File: config.mk
export PLATFORM = sky130hd
export DESIGN_NAME = hex_debug_viewer
export DESIGN_NICKNAME = d
export VERILOG_FILES = /design/src/rtl/hex_debug_viewer.sv
export SDC_FILE = /design/constraint.sdc
export NUM_CORES = 1
export LEC_CHECK = 0
export ABC_CLOCK_PERIOD_IN_PS = 3800
export BUFFER_PORTS_ARGS = -buffer_cell sky130_fd_sc_hd__clkbuf_2
export CAP_MARGIN = 20
export CORE_AREA = 5 5 223 225
export DETAILED_ROUTE_END_ITERATION = 8
export DIE_AREA = 0 0 228 230
export GPL_ROUTABILITY_DRIVEN = 0
export GPL_TIMING_DRIVEN = 0
export PLACE_DENSITY = 0.54
export SLEW_MARGIN = 25
export SYNTH_ARGS = -nofsm -noshare
export SYNTH_HDL_FRONTEND = slang
export SYNTH_SLANG_ARGS = --single-unit
File: constraint.sdc
create_clock -name clk -period 3.8 [get_ports clk]
set_input_delay 0.19 -clock clk [delete_from_list [all_inputs] [get_ports clk]]
set_output_delay 0.19 -clock clk [all_outputs]
set_load 0.05 [all_outputs]
File: src/rtl/hex_debug_viewer.sv
// hex_debug_viewer: selects one of N_CH probe words (manual select or timed
// auto-cycle), optionally freezes a snapshot, and drives N_DIG active-low
// 7-segment hex digits. Display path is two registers deep after the channel
// index register.
module hex_debug_viewer #(
    parameter  int N_CH     = 16,
    parameter  int DATA_W   = 32,
    parameter  int N_DIG    = 8,
    parameter  int DWELL    = 50_000_000,
    parameter  int BLANK_LZ = 0,
    localparam int SEL_W    = $clog2(N_CH)
) (
    input  logic                   clk,
    input  logic                   reset,
    input  logic [N_CH*DATA_W-1:0] ch_data,
    input  logic [SEL_W-1:0]       sel,
    input  logic                   auto_en,
    input  logic                   step,
    input  logic                   freeze,
    output logic [N_DIG*7-1:0]     seg,
    output logic [SEL_W-1:0]       cur_ch,
    output logic                   frozen
);

    localparam int DW_W   = (DWELL > 1) ? $clog2(DWELL) : 1;
    localparam int WORD_W = 4 * N_DIG;

    logic [SEL_W-1:0]  ch_idx;
    logic [DW_W-1:0]   dwell_cnt;
    logic              freeze_q;
    logic              rise;
    logic [WORD_W-1:0] snapshot;
    logic [WORD_W-1:0] live_word;
    logic [WORD_W-1:0] word_q;
    logic [N_DIG*7-1:0] seg_d;
    logic              dwell_done;
    logic [SEL_W-1:0]  ch_next;
    logic              any_nz;
    logic [3:0]        nib;

    logic [DATA_W-1:0] ch_arr [N_CH];

    for (genvar k = 0; k < N_CH; k++) begin : g_ch
        assign ch_arr[k] = ch_data[k*DATA_W +: DATA_W];
    end

    assign cur_ch     = ch_idx;
    assign rise       = freeze & ~freeze_q;
    assign dwell_done = (dwell_cnt == DW_W'(DWELL - 1));
    assign ch_next    = (ch_idx == SEL_W'(N_CH - 1)) ? '0 : ch_idx + 1'b1;

    function automatic logic [6:0] hex7(input logic [3:0] n);
        case (n)
            4'h0: hex7 = 7'h40;  4'h1: hex7 = 7'h79;
            4'h2: hex7 = 7'h24;  4'h3: hex7 = 7'h30;
            4'h4: hex7 = 7'h19;  4'h5: hex7 = 7'h12;
            4'h6: hex7 = 7'h02;  4'h7: hex7 = 7'h78;
            4'h8: hex7 = 7'h00;  4'h9: hex7 = 7'h10;
            4'hA: hex7 = 7'h08;  4'hB: hex7 = 7'h03;
            4'hC: hex7 = 7'h46;  4'hD: hex7 = 7'h21;
            4'hE: hex7 = 7'h06;  default: hex7 = 7'h0E;
        endcase
    endfunction

    // Live probe mux; an index beyond the last channel reads as zero.
    always_comb begin
        live_word = '0;
        if ({1'b0, ch_idx} < (SEL_W+1)'(N_CH))
            live_word[DATA_W-1:0] = ch_arr[ch_idx];
    end

    // Channel index and dwell timer; freeze holds both and beats step/expiry.
    always_ff @(posedge clk) begin
        if (reset) begin
            ch_idx    <= '0;
            dwell_cnt <= '0;
        end else if (freeze) begin
            ch_idx    <= ch_idx;
            dwell_cnt <= dwell_cnt;
        end else if (!auto_en) begin
            ch_idx    <= sel;
            dwell_cnt <= '0;
        end else if (step || dwell_done) begin
            ch_idx    <= ch_next;
            dwell_cnt <= '0;
        end else begin
            dwell_cnt <= dwell_cnt + 1'b1;
        end
    end

    // Freeze edge detect and snapshot capture of the word being displayed.
    always_ff @(posedge clk) begin
        if (reset) begin
            freeze_q <= 1'b0;
            frozen   <= 1'b0;
            snapshot <= '0;
        end else begin
            freeze_q <= freeze;
            frozen   <= freeze;
            if (rise)
                snapshot <= live_word;
        end
    end

    // Leading-zero blanking scans from the top digit; digit 0 is never blanked.
    always_comb begin
        seg_d  = '1;
        any_nz = 1'b0;
        nib    = '0;
        for (int d = N_DIG - 1; d >= 0; d--) begin
            nib    = word_q[d*4 +: 4];
            any_nz = any_nz | (nib != 4'h0);
            if (BLANK_LZ != 0 && d != 0 && !any_nz)
                seg_d[d*7 +: 7] = 7'h7F;
            else
                seg_d[d*7 +: 7] = hex7(nib);
        end
    end

    // Two-stage display pipeline: word select, then glyph decode.
    always_ff @(posedge clk) begin
        if (reset) begin
            word_q <= '0;
            seg    <= '1;
        end else begin
            word_q <= frozen ? snapshot : live_word;
            seg    <= seg_d;
        end
    end

endmodule

* Yosys cells after proc, flatten, opt, wreduce, memory -nomap -nowiden
Memory sizes are Yosys's and may differ from the RTL's. A register that Yosys moved wholly into a read port is not among the register bits. Cells that the tools add are included. W data, S select, Z words.
Word-level totals: bits in latches 0, input port bits 521, ROM bits 896, output and inout port bits 61, logic and storage cells 34, memories 8, bits in writable memories 0, register bits 95
Memories:
- (name not given) | words 16, width 7, rd ports 1, clocked after Yosys merged registers in 1, write ports 0, RTL line 53 | case (n)
- (name not given) | words 16, width 7, rd ports 1, clocked after Yosys merged registers in 1, write ports 0, RTL line 53
- (name not given) | words 16, width 7, rd ports 1, clocked after Yosys merged registers in 1, write ports 0, RTL line 53
- (name not given) | words 16, width 7, rd ports 1, clocked after Yosys merged registers in 1, write ports 0, RTL line 53
- (name not given) | words 16, width 7, rd ports 1, clocked after Yosys merged registers in 1, write ports 0, RTL line 53
- (name not given) | words 16, width 7, rd ports 1, clocked after Yosys merged registers in 1, write ports 0, RTL line 53
- +2 memories
Cells by class: eq/ne operators 3, add/sub/neg operators 2, div/mod/pow operators 0, magnitude comparators 1, mux-type cells 9, shift operators 0, reductions and logical operators 2, bitwise logic cells 4, multipliers 0
Operators with widths (count):
- $bmux W32 S4 | 1
- $mux W32 | 3
- $mux W26 | 2
- $add A26 B1 Y26 const B | 1
- $eq A26 B26 Y1 const B | 1
- $mux W4 | 3
- $ge A5 B5 Y1 const B | 1
- $not A4 Y5 | 1
- $add A4 B1 Y4 const B | 1
- $eq A4 B4 Y1 const B | 1
- $ne A2 B1 Y1 const B | 1
- $not A1 Y1 | 2
- $reduce_and A2 Y1 | 1
- $and A1 B1 Y1 | 1
- $logic_or A1 B1 Y1 | 1

* Depth between registers and ports, before layout
Gate-level depths: netlist of run 1.
depth after elaboration 5, mapped depth 8, mapped depth without buffers 6

* Worst setup path before layout of run 1
Ideal clock, no wire load.
path type register to register, start register ch_idx[0] (netlist: cur_ch[0]), end register word_q[10], buffers on the path 2, clock period less this slack 2220 ps, library setup time 128 ps, setup slack 1580 ps, arrival 2091 ps, stages on the path, launching flop included 8, required time 3672 ps, cells stage by stage dfxtp_1 -> buf_2 -> buf_2 -> mux4_2 -> nor2_1 -> a221oi_1 -> a22oi_1 -> o21ai_0
On the way: cells in the longest elaborated chain, start to end 5
RTL lines:
- start, declared | RTL line 28 | logic [SEL_W-1:0] ch_idx;
- start signal, assigned | RTL line 78 | ch_idx <= ch_idx;
- start signal, assigned | RTL line 81 | ch_idx <= sel;
- start signal, assigned | RTL line 84 | ch_idx <= ch_next;
- $not A4 Y5 (implied by the code) | RTL line 69 | live_word[DATA_W-1:0] = ch_arr[ch_idx];
- $bmux W32 S4 | RTL line 69
- $mux W32 (implied by the code) (2 in series) | RTL line 69
- $mux W32 | RTL line 126 | word_q <= frozen ? snapshot : live_word;
- end signal, assigned | RTL line 126
- end, declared | RTL line 34 | logic [WORD_W-1:0] word_q;
No other way between the ends. The select of a mux whose other input is x is not followed. A chain may end at the register's enable or synchronous reset.

* Worst setup path after layout of run 1
start register ch_idx[1] (netlist: cur_ch[1]), end register word_q[21]
The elaborated chain is that of the path after synthesis.

==> results of run 1 <==
-- registers in the layout (all words and copies together) (netlist names) --
register / cells
seg: 56
snapshot: 32
word_q: 32
dwell_cnt: 26
cur_ch: 4
freeze_q: 1
-- critical path, cell delays in order, from the launching register on --
cell and delay, ns:
dfxtp_1 0.44, buf_2 0.27, buf_2 0.44, buf_2 0.39, clkbuf_1 0.55, nor2_1 0.11, a221oi_1 0.60, a22oi_1 0.15
o21ai_0 0.22
-- logic make-up (layout without fill, tap and decap cells) --
| logic type | Yosys count | count (layout) | share of synthesized area [%] |
|---|---|---|---|
| simple gates | 359 | 359 | 14.4 |
| mux | 239 | 239 | 29.9 |
| compound gates | 233 | 233 | 15.8 |
| flops | 151 | 151 | 27.3 |
| buf+inv | 138 | 749 | 5.25 |
| fa+ha+maj | 50 | 50 | 5.66 |
| xor+xnor | 21 | 21 | 1.66 |
| other cells | 0 | 9 | 0 |
-- final timing paths --
| check | start | end | slack, ns | depth (start not counted) |
|---|---|---|---|---|
| min reg2reg | snapshot[24]$_SDFFE_PP0P_ | snapshot[24]$_SDFFE_PP0P_ | 0.44 | 2 |
| min | reset | freeze_q$_SDFF_PP0_ | 0.02 | 2 |
| max | cur_ch[1]$_SDFFE_PP0P_ | word_q[21]$_SDFF_PP0_ | 0.45 | 8 |
| max reg2reg | cur_ch[1]$_SDFFE_PP0P_ | word_q[21]$_SDFF_PP0_ | 0.45 | 8 |
-- per-layer routing --
metal  wire length (um)  share of wire [%]
met2              29600                 47
met4               1860                3.0
met5                 34              0.054
met3               4390                7.0
met1              26700                 43
-- metrics by stage --
step | setup WS, ns | util, % | hold slack, ns | instance area, um^2 | total power [uW]
6_report | 0.453 | 32.4 | 0.0199 | 15300 | 5600
5_1_grt | 0.282 | 32.4 | 0.0290 | 15300 | 5880
4_1_cts | 0.521 | 32.3 | 0.000977 | 15300 | 5630
3_5_place_dp | 0.546 | 31.1 | 0.429 | 14700 | 3940
3_3_place_gp | 0.519 | 31.1 | 0.425 | 14700 | 3920
2_1_floorplan | 1.58 | - | 0.276 | 11100 | 3110
-- cell type report --
cell class / instances / area [um^2] / share of cell area, %
Multi-Input combinational cell: 902 / 7450 / 48.6
Clock buffer: 18 / 439 / 2.87
Clock inverter: 14 / 143 / 0.931
Timing Repair Buffer: 579 / 2900 / 18.9
Buffer: 105 / 457 / 2.98
Sequential cell: 151 / 3020 / 19.7
Inverter: 33 / 124 / 0.808
Tap cell: 615 / 769 / 5.02
Antenna cell: 9 / 22.5 / 0.147
-- layout by cell type (no fill, tap or decap), types with 3 or more instances in the layout --
cell        count
a211o_1        15
a21oi_1         9
a221o_1        15
a221oi_1       64
a22oi_1        64
a31oi_1        12
and3_1          4
buf_1          14
buf_2          30
clkbuf_1       58
clkbuf_16      17
clkbuf_2      579
clkinv_4        3
clkinvlp_4      5
dfxtp_1       151
diode_2         9
ha_1           50
inv_1          33
inv_6           3
mux2_2         12
mux2i_1       155
mux4_2         72
nand2_1       130
nand3_1        13
nand4_1         7
nand4b_1        4
nor2_1        140
nor2b_1        12
nor3_1         15
nor3b_1         6
nor4_1          6
o21ai_0        46
or2_2           8
or3_1           3
xnor2_1         7
xor2_1         14
-- report_power, final --
part | internal, uW | switching, uW | total [uW] | leakage (uW)
combinational | 787 | 1280 | 2070 | 0.00519
clock | 934 | 745 | 1680 | 0.000270
sequential | 1750 | 98.1 | 1850 | 0.00125
total | 3470 | 2130 | 5600 | 0.00671
==> reports/results.ini, run 1 <==
[synthesis]
yosysTopAreaCell=dfxtp_1
ys_seq_area_share_pct=27.3
syn_avg_cell_area_um2=9.28
synth.most_common_cell=mux2i_1
ys.warnings.count=0
synth_top_cell_area_share_pct=27.3
synthTopCellsByArea=dfxtp_1, mux4_2, mux2i_1, ha_1, a221oi_1
ys_async_sr_fraction_pct=0
synth_common_cells=mux2i_1, dfxtp_1, nor2_1
syn_area_um2=11100
ys_seq_elements=151
yosysUniqueCellTypes=48
synthCells=1191
synth_edf_count=0
syn_nets=1762
ys.flop_type=dfxtp_1

[timing]
fin_crit_ns=3.35
setup_viol=0
rsz0062_at_grt=no
hold_viol=0
period_share_pct=88.1
relSlewSlack_pct=32.1
setup-tns-final_ns=0
fmax_mhz=299
finalClockSkew_ns=0.00994
finalMaxSlewViolations=0
tightest_slew_ns=1.02

[grt]
grt_start_max_net_pins=17
antenna_found_initial=20
grt.total_usage_pct=22.5
grt_pass1_wl_mm=87.0
grt_use_met2_pct=37.2
grt.overflow.total=0
use_met1_pct=29.4
use_met3_pct=4.82
grt_busiest_layer=met2
grt_pass1_vias=12300

[layout]
layout.nets=2360
layoutNonFillerInstCount=2426
num-fill-cells=4968
area_growth_syn_to_layout_pct=38.6
layout-drive-gt1-share_pct=41.1

[detailed_routing]
drc=0
num_vias=12300
routed_wl_mm=62.6
ant_nets=0
wl_per_cell_um=25.8
drt-pass1-iter-count=5
drtIter0Drc=954
via_per_inst=5.07

[placement]
dp.cells=2385
io_buffers=579
dp_hpwl_mm=54.5

[floorplan]
core_um2=47300
io_pins=582
floorplan.initialDensity_pct=23.4
rows=80
fp.dieH_um=230
fp.dieW_um=228
die_area_um2=52400

[power_and_ir_drop]
vdd_drop_max_uv=304
leakage_uw=0.00671
power_density_nw_per_um2=365

[cts]
cts_tree=done
cts_root_buf=clkbuf_16
clock-sinks=151
clk_latency_ns=0.44
cts_buffer_depth=2
ctsHoldBuffers=0
ctsResizeCount=0
clk_pin_slew_ns=0.07
htree_num_levels=4
cts_buffers=17
post-cts-setup-buffer-count=0

[worst_setup_path]
cp.required_ns=4.10
path_class=reg2reg
crit_arrival_ns=3.65
cp-end-kind=register
path_max_fanout=10
startpoint_type=register

[job]
maxCapViolations=0

[hold_path]
holdCritPathClass=in2reg

[outcome]
status=finished, final reports clean

Power figures use the tool's default switching activity.
==> run 2: changes to the inputs <==
--- a/config.mk
+++ b/config.mk
@@ -8,12 +8,12 @@
 export ABC_CLOCK_PERIOD_IN_PS = 3800
 export BUFFER_PORTS_ARGS = -buffer_cell sky130_fd_sc_hd__clkbuf_2
 export CAP_MARGIN = 20
-export CORE_AREA = 5 5 223 225
+export CORE_AREA = 5 5 221 223
 export DETAILED_ROUTE_END_ITERATION = 8
-export DIE_AREA = 0 0 228 230
+export DIE_AREA = 0 0 226 228
 export GPL_ROUTABILITY_DRIVEN = 0
 export GPL_TIMING_DRIVEN = 0
-export PLACE_DENSITY = 0.54
+export PLACE_DENSITY = 0.55
 export SLEW_MARGIN = 25
 export SYNTH_ARGS = -nofsm -noshare
 export SYNTH_HDL_FRONTEND = slang
==> run 2 against run 1 <==
  * Combinational power is essentially flat
  * Sequential cell count unchanged
  * Sequential power is essentially flat
  * Final cell count down 0.41%
  * Clock skew rose by 0.0034 ns
  * Power increased by 2.4%
  * Setup slack better by 0.20 ns
  * Wire length down 3.4%
  * Worst hold slack better by 0.044 ns
  * Critical path type unchanged
  * Critical endpoint unchanged
  * Highest routed layer unchanged
==> reports/results.ini, run 2 (synthesis gave the netlist of run 1 again) <==
[outcome]
status=finished, final reports clean

[layout]
fin_area_um2=15400  ; +0.28%
layout_commonest_cell=clkbuf_2
area_growth_syn_to_layout_pct=39.0
layout.nets=2361  ; +0.042%
layoutNonFillerInstCount=2416  ; -0.41%
layout_common_cells=clkbuf_2, mux2i_1, dfxtp_1, nor2_1, nand2_1
largest_registers=seg: 56 flops, snapshot: 32 flops, word_q: 32 flops
layout-drive-gt1-share_pct=41.0  ; -0.078 points
top_register=seg
largest_reg_flops=56  ; unchanged

[cts]
ctsResizeCount=0  ; unchanged
clock-sinks=151  ; unchanged
cts_buffer_depth=2  ; unchanged
clk_latency_ns=0.45  ; about the same
cts_tree=done
clk_pin_slew_ns=0.06  ; about the same
htree_num_levels=4  ; unchanged
cts_buffers=17  ; unchanged
cts_root_buf=clkbuf_16

[worst_setup_path]
cp_num_buf_inv=4  ; unchanged
crit_cells=8  ; unchanged
r2r_slack_ns=0.65  ; +0.20 ns
path_class=reg2reg
slowest_delay_ns=0.60  ; about the same
critical_path.most_common_cell=buf_2
crit_arrival_ns=3.47  ; -0.18 ns
cp_top_family=buffers and inverters
reg2reg_from=cur_ch[1]$_SDFFE_PP0P_
reg2reg_depth=8  ; unchanged
path_max_fanout=10  ; unchanged
cp-end-kind=register
startpoint_type=register
rr_endpoint=word_q[21]$_SDFF_PP0_
crit_slowest_cell=a221oi_1
cp.required_ns=4.12  ; +0.02 ns
path_cells=buf_2, buf_2, buf_2, clkbuf_1, nor2_1, a221oi_1, a22oi_1, o21ai_0

[hold_path]
holdCritPathClass=in2reg
holdPathEnd=freeze_q$_SDFF_PP0_
min-delay-start=freeze
min_path_cells=2  ; unchanged

[detailed_routing]
drc=0  ; unchanged
num_vias=12300  ; +0.24%
via_per_inst=5.10  ; +0.65%
drt-pass1-iter-count=5  ; unchanged
drtIter0Drc=1101  ; +15%
ant_nets=0  ; unchanged
wl_per_cell_um=25.0  ; -3.0%
routed_wl_mm=60.4  ; -3.4%

[power_and_ir_drop]
leakage_uw=0.00675  ; +0.54%
p_total_uw=5730  ; +2.4%
power_density_nw_per_um2=373  ; +2.1%
vdd_drop_max_uv=303  ; -0.38%

[placement]
dp.cells=2377  ; -0.34%
place_area_um2=14700  ; about the same
io_buffers=579  ; unchanged
pre_cts_ws_ns=0.567  ; +0.0211 ns
dp_hpwl_mm=53.1  ; -2.7%

[floorplan]
floorplan.initialDensity_pct=23.8  ; +0.50 points
core_um2=46400  ; -2.1%
die_area_um2=51500  ; -1.7%
rows=79  ; -1.3%
io_pins=582  ; unchanged
fp.dieW_um=226  ; -0.88%
fp.dieH_um=228  ; -0.87%

[job]
maxCapViolations=0  ; unchanged

[timing]
relSlewSlack_pct=30.4  ; -1.7 points
period_share_pct=82.9  ; -5.2 points
setup_viol=0  ; unchanged
fmax_mhz=318  ; +6.3%
hold_viol=0  ; unchanged
rsz0062_at_grt=no
finalMaxSlewViolations=0  ; unchanged
tightest_slew_ns=1.04  ; +0.0251 ns
setup-tns-final_ns=0  ; unchanged
finalClockSkew_ns=0.0134  ; +0.00342 ns
fin_crit_ns=3.15  ; -0.198 ns
setup_slack_ns=0.651  ; +0.198 ns

[grt]
grt.total_usage_pct=22.5  ; +0.038 points
grt_start_max_net_pins=17  ; unchanged
antenna_found_initial=9  ; -55%
grt.overflow.total=0  ; unchanged
grt_pass1_wl_mm=85.7  ; -1.5%
grt_pass1_vias=12500  ; +1.3%

## run 2: cell count changes in the layout (fill, tap and decap cells not counted)
cell / delta
clkinvlp_4: -2
inv_6: -3
bufinv_16: +3
clkbuf_8: +1
clkbuf_1: +1
diode_2: -3
clkinv_4: -1
inv_8: -2
clkinv_2: +3
dlygate4sd3_1: +1
## run 2: report_power, final
group	total (uW)	switching, uW	internal [uW]
Combinational	2040	1260	787
Sequential	1850	95.8	1750
Clock	1840	708	1130
## run 2: worst max path at each step
stage / to / from / slack, ns
after floorplan: word_q[10]$_SDFF_PP0_ / cur_ch[0]$_SDFFE_PP0P_ / 1.58
after global placement: word_q[21]$_SDFF_PP0_ / cur_ch[1]$_SDFFE_PP0P_ / 0.58
after detailed placement: word_q[23]$_SDFF_PP0_ / cur_ch[1]$_SDFFE_PP0P_ / 0.57
after CTS: word_q[23]$_SDFF_PP0_ / cur_ch[1]$_SDFFE_PP0P_ / 0.56
after global routing: word_q[23]$_SDFF_PP0_ / cur_ch[1]$_SDFFE_PP0P_ / 0.33
final: word_q[21]$_SDFF_PP0_ / cur_ch[1]$_SDFFE_PP0P_ / 0.65
## run 2: metal layers
metal	track usage (%)	wire length, um	up-vias	share of wire (%)
met5	0	41	-	0.068
met4	5.73	1330	6	2.2
met3	4.56	4240	81	7.0
met2	37.5	29000	585	48
met1	30.0	25800	6002	43
li1	-	-	5659	-
## run 2: what timing repair did
action,in CTS,in global routing
hold buffers,1,0
endpoints found under the setup margin,0,0
endpoints found under the hold margin,1,0
buffers inserted,0,0
## run 2: worst reg2reg max path, delay by kind of cell (launching register included)
family,cells,cell delay [ns]
buffers and inverters,4,1.54
AND/OR/NAND/NOR,1,0.10
flip-flops,1,0.45
AO/OA/AOI/OAI,3,0.93
## run 2: metrics by stage
stage	utilization [%]	hold WS [ns]
final	33.2	0.0640
after global routing	33.1	0.0570
after CTS	33.1	0.0434
after detailed placement	31.7	0.429
after global placement	31.7	0.423
after floorplan	-	0.276
## run 2: cell type report
cell class / count / area [um^2]
clock buffers: 20 / 457
flip-flops and latches: 151 / 3020
inverters: 33 / 124
fillers: 4810 / 31000
well taps: 607 / 759
diodes: 6 / 15.0
plain buffers: 105 / 457
clock inverters: 12 / 175
repair buffers: 580 / 2910
multi-input cells: 902 / 7450
